**config.mk**
```make
export PLATFORM = sky130hd
export DESIGN_NAME = mem_arbiter
export DESIGN_NICKNAME = d
export VERILOG_FILES = /design/src/rtl/lc3b_types.sv /design/src/rtl/mux2.sv /design/src/rtl/mem_arbiter.sv
export SDC_FILE = /design/constraint.sdc
export NUM_CORES = 1
export LEC_CHECK = 0
export ABC_AREA = 1
export ABC_CLOCK_PERIOD_IN_PS = 2700
export BUFFER_PORTS_ARGS = -buffer_cell sky130_fd_sc_hd__buf_2
export CAP_MARGIN = 30
export CORE_AREA = 2 2 271 273
export DETAILED_ROUTE_END_ITERATION = 10
export DIE_AREA = 0 0 273 275
export PLACE_DENSITY = 0.3
export SETUP_SLACK_MARGIN = 0.2
export SLEW_MARGIN = 5
export SYNTH_ARGS = -nofsm -noshare
export SYNTH_HDL_FRONTEND = slang
export SYNTH_HIERARCHICAL = 1
export SYNTH_SLANG_ARGS = --single-unit
```
**constraint.sdc**
```tcl
create_clock -name clk -period 2.7 [get_ports clk]
set_input_delay 0.54 -clock clk [delete_from_list [all_inputs] [get_ports clk]]
set_output_delay 0.54 -clock clk [all_outputs]
set_load 0.02 [all_outputs]
```
**src/rtl/lc3b_types.sv**
```systemverilog
// Shared LC-3b datapath types and the memory arbiter state encoding.
package lc3b_types;

  typedef logic [15:0]  lc3b_word;
  typedef logic [127:0] lc3b_line;

  typedef enum logic [1:0] {
    IDLE    = 2'b00,
    SERVE_I = 2'b01,
    SERVE_D = 2'b10
  } arb_state_t;

  typedef enum logic {
    GRANT_I = 1'b0,
    GRANT_D = 1'b1
  } grant_t;

endpackage

```
**src/rtl/mux2.sv**
```systemverilog
// Parameterised two-input multiplexer; sel=1 selects b.
module mux2 #(
  parameter int width = 16
) (
  input  logic             sel,
  input  logic [width-1:0] a,
  input  logic [width-1:0] b,
  output logic [width-1:0] f
);

  assign f = sel ? b : a;

endmodule

```
**src/rtl/mem_arbiter.sv**
```systemverilog
// Round-robin arbiter sharing one physical memory port between icache and dcache.
// state   | meaning
// IDLE    | no pmem strobe; arbitrate pending requests
// SERVE_I | icache fill in flight, held until pmem_resp
// SERVE_D | dcache fill/writeback in flight, held until pmem_resp
module mem_arbiter
  import lc3b_types::*;
(
  input  logic     clk,
  input  logic     rst_n,
  input  logic     i_read,
  input  lc3b_word i_address,
  output logic     i_resp,
  output lc3b_line i_rdata,
  input  logic     d_read,
  input  logic     d_write,
  input  lc3b_word d_address,
  input  lc3b_line d_wdata,
  output logic     d_resp,
  output lc3b_line d_rdata,
  output logic     pmem_read,
  output logic     pmem_write,
  output lc3b_word pmem_address,
  output lc3b_line pmem_wdata,
  input  lc3b_line pmem_rdata,
  input  logic     pmem_resp
);

  arb_state_t state, state_next;
  grant_t     last_grant;
  logic       i_req, d_req, sel_d;

  assign i_req = i_read;
  assign d_req = d_read | d_write;
  assign sel_d = (state == SERVE_D);

  always_ff @(posedge clk or negedge rst_n) begin
    if (!rst_n) begin
      state      <= IDLE;
      last_grant <= GRANT_I;
    end else begin
      state <= state_next;
      if (state == IDLE && state_next == SERVE_I)
        last_grant <= GRANT_I;
      else if (state == IDLE && state_next == SERVE_D)
        last_grant <= GRANT_D;
    end
  end

  always_comb begin
    state_next = state;
    pmem_read  = 1'b0;
    pmem_write = 1'b0;
    i_resp     = 1'b0;
    d_resp     = 1'b0;
    case (state)
      IDLE: begin
        if (i_req && d_req)
          state_next = (last_grant == GRANT_I) ? SERVE_D : SERVE_I;
        else if (i_req)
          state_next = SERVE_I;
        else if (d_req)
          state_next = SERVE_D;
      end
      SERVE_I: begin
        pmem_read = 1'b1;
        i_resp    = pmem_resp;
        if (pmem_resp) state_next = IDLE;
      end
      SERVE_D: begin
        // A simultaneous read+write is a writeback.
        pmem_read  = d_read & ~d_write;
        pmem_write = d_write;
        d_resp     = pmem_resp;
        if (pmem_resp) state_next = IDLE;
      end
      default: state_next = IDLE;
    endcase
  end

  mux2 #(.width(16)) addr_mux (
    .sel (sel_d),
    .a   (i_address),
    .b   (d_address),
    .f   (pmem_address)
  );

  mux2 #(.width(128)) wdata_mux (
    .sel (sel_d),
    .a   ('0),
    .b   (d_wdata),
    .f   (pmem_wdata)
  );

  assign i_rdata = pmem_rdata;
  assign d_rdata = pmem_rdata;

endmodule

```
==> results.md <==
- Outcome: complete, no violations
- 1st-iter DRT viols: 112
- Synth top area cells: buf_4 45%, nand2_1 39%, buf_6 7.7%
- Netlist cell types: 18
- Initial Util: 5.87%
- Hpwl dp: 16.5 mm
- Clk Tree Root Cell: clkbuf_16
- H-tree levels: 1
- Reg-to-reg slack, setup: 1.31 ns
- Dominant cell type by area after synthesis: buf_4
- # hold bufs at CTS: 0
- FF-to-FF path depth: 8
- Critical Path AT: 1.80 ns
- Total power: 0.00505 W
- FF+latch area: 75.1 sq um
- Final setup fails: 0
- Post-synthesis cell area: 4240 sq um
- WL per Instance: 10.2 microns
- CTS buffer count: 3
- CP endpoint kind: primary output
- Worst R2R End: last_grant
- Pwr dens: 923 nW/um^2
- Max Slew Vio Count: 0
- Synth warn: 6
- Largest net degree at the start of global routing: 52
- Hold crit path type: input pin to async pin
- Leak: 3.28 nW
- Max cap viols: 0
- Mapped Cells: 770
- Setup WS pre-CTS: 0.535 ns
- Global-route wire length before repair: 24.8 mm
- Synth Register Bits: 3
- Router iterations before antenna repair: 5
- CTS max path bufs: 2
- Final wirelength: 19.4 mm
- Die width: 273 microns
- Initial antenna violation count: 3
- Die height: 275 microns
- Hold Vio Cnt, Final: 0
- DRC viols: 0
- Slew headroom: 65.0%
- Die footprint: 75,100 sq um
- Post-layout nets: 1,237
- Crit start category: flop
- Peak Freq: 426 MHz
- Min Tclk post-route: 2.34 ns
- Area delta synth->final: 28.9%
- Sequential area share after synthesis: 1.77%
- Worst Skew: 0.00203 ns
- All-layer global routing usage: 4.52%
- Core box area: 72,300 sq um
- TNS Setup: 0 ns
- DR vias/cell: 2.27
- Synth Flop Type: dfrtp_1
- N_diodes: 0
- Post-synth ARST share: 100%
- Critical path class: flop to primary output
- Share of cells above drive strength 1: 36.6%
- Routed Antenna Nets: 0
- Reg-to-Reg Start: state[1]
- CTS sink cnt: 3
- Largest fanout on the critical path: 26
- Maximum VDD drop: 0.000425 V
- IO buf count: 313
- Vias in the first global route: 4,081
- Clk slew on worst S/H paths: 0.03 ns
- Post-synth top cells: 442 x nand2_1, 257 x buf_4, 29 x buf_6, 12 x inv_1, 9 x nand2_2
- Grt total ovfl: 0
- Fill cells: 8,719
- RSZ-0062 raised after global routing: no
- Gpl congestion: 0.710
- Later-pin clock latency in the skew report: 0.23 ns
- Row cnt: 99
- CTS tree: done
- Worst Path Required: 2.16 ns
- Vias: 4,303
- Multi-input gate area: 2320 sq um
- # IOs: 698
- Fin crit share: 86.8%
- Post-synth EDFFs: 0
- Top cell type's share of synthesized area: 45.5%
- Synthesized area per cell: 5.51 sq um
- Setup ws final: 0.355 ns
- Actual slew at the worst max-slew pin: 0.525 ns
- Most frequent cell after synthesis: nand2_1
==> repair_timing <==
item	CTS	global route
resized for setup	0	1
endpoints found under the setup margin	0	2
endpoints found under the hold margin	0	0
setup buffers	0	1
==> flip-flops by register name (all words and copies together), names as in the netlist <==
register,cells
last_grant,1
state,2
==> stage by stage <==
stage	cells	hold slack, ns	cell area [sq um]	util (%)
3_5_place_dp	1891	0.354	5350	7.40
3_3_place_gp	1890	0.359	5320	7.36
2_1_floorplan	897	0.244	4720	-
6_report	1897	0.112	5470	7.56
4_1_cts	1895	0.112	5430	7.51
5_1_grt	1897	0.108	5470	7.56
==> worst max path at each step <==
stage | depth (start not counted) | startpoint | slack (ns) | to
floorplan | 6 | state[0] | 0.83 | pmem_wdata[105]
global placement | 8 | state[0] | 0.52 | pmem_address[3]
detailed placement | 8 | state[0] | 0.54 | pmem_address[3]
CTS | 8 | state[0] | 0.29 | pmem_address[0]
global route | 8 | state[0] | 0.24 | pmem_address[0]
finish | 7 | state[0] | 0.36 | pmem_wdata[42]
==> worst max-delay path, stage by stage, from the launching register on <==
cell	delay, ns
dfrtp_1	0.41
inv_1	0.17
ha_4	0.21
buf_12	0.19
buf_4	0.23
nand2_1	0.11
nand2_1	0.08
buf_2	0.16
==> layer usage <==
metal | vias to the layer above | track usage (%) | part of all wire, %
li1 | 2227 | - | -
met2 | 403 | 7.66 | 44
met5 | - | 0.439 | 0.30
met1 | 1555 | 3.75 | 31
met4 | 4 | 4.30 | 9.5
met3 | 114 | 2.42 | 15
==> layout by cell type, fill, tap and decap left out, drive strengths merged <==
master	Yosys	layout
a21boi	2	2
a21oi	1	1
buf	287	323
clkbuf	0	5
conb	1	128
dfrtp	3	3
ha	4	4
inv	15	15
nand2	451	451
nand3	3	3
nor2	2	2
o21a	1	1
==> cell families (layout without fill, tap and decap cells) <==
kind of cell / count (synthesis) / in the layout / synth area share (%)
fa+ha+maj: 4 / 4 / 1.18
simple gates: 456 / 456 / 41.1
buf+inv: 302 / 343 / 55.1
flops: 3 / 3 / 1.77
compound gates: 4 / 4 / 0.826
other cells: 1 / 128 / 0.0884
==> final cells by class <==
cell class              count  area share (%)
multi-input cells         592            42.4
well taps                 959            21.9
repair buffers            324            31.7
inverters                  15            1.17
clock buffers               4            1.44
flip-flops and latches      3            1.37
==> report_power, final <==
group,internal (W),leakage [nW],switching [W]
clock,0.000195,0.0382,0.0000458
combinational,0.00148,3.20,0.00323
sequential,0.0000669,0.0368,0.0000261
No activity file was read; power rests on OpenSTA's default activity.
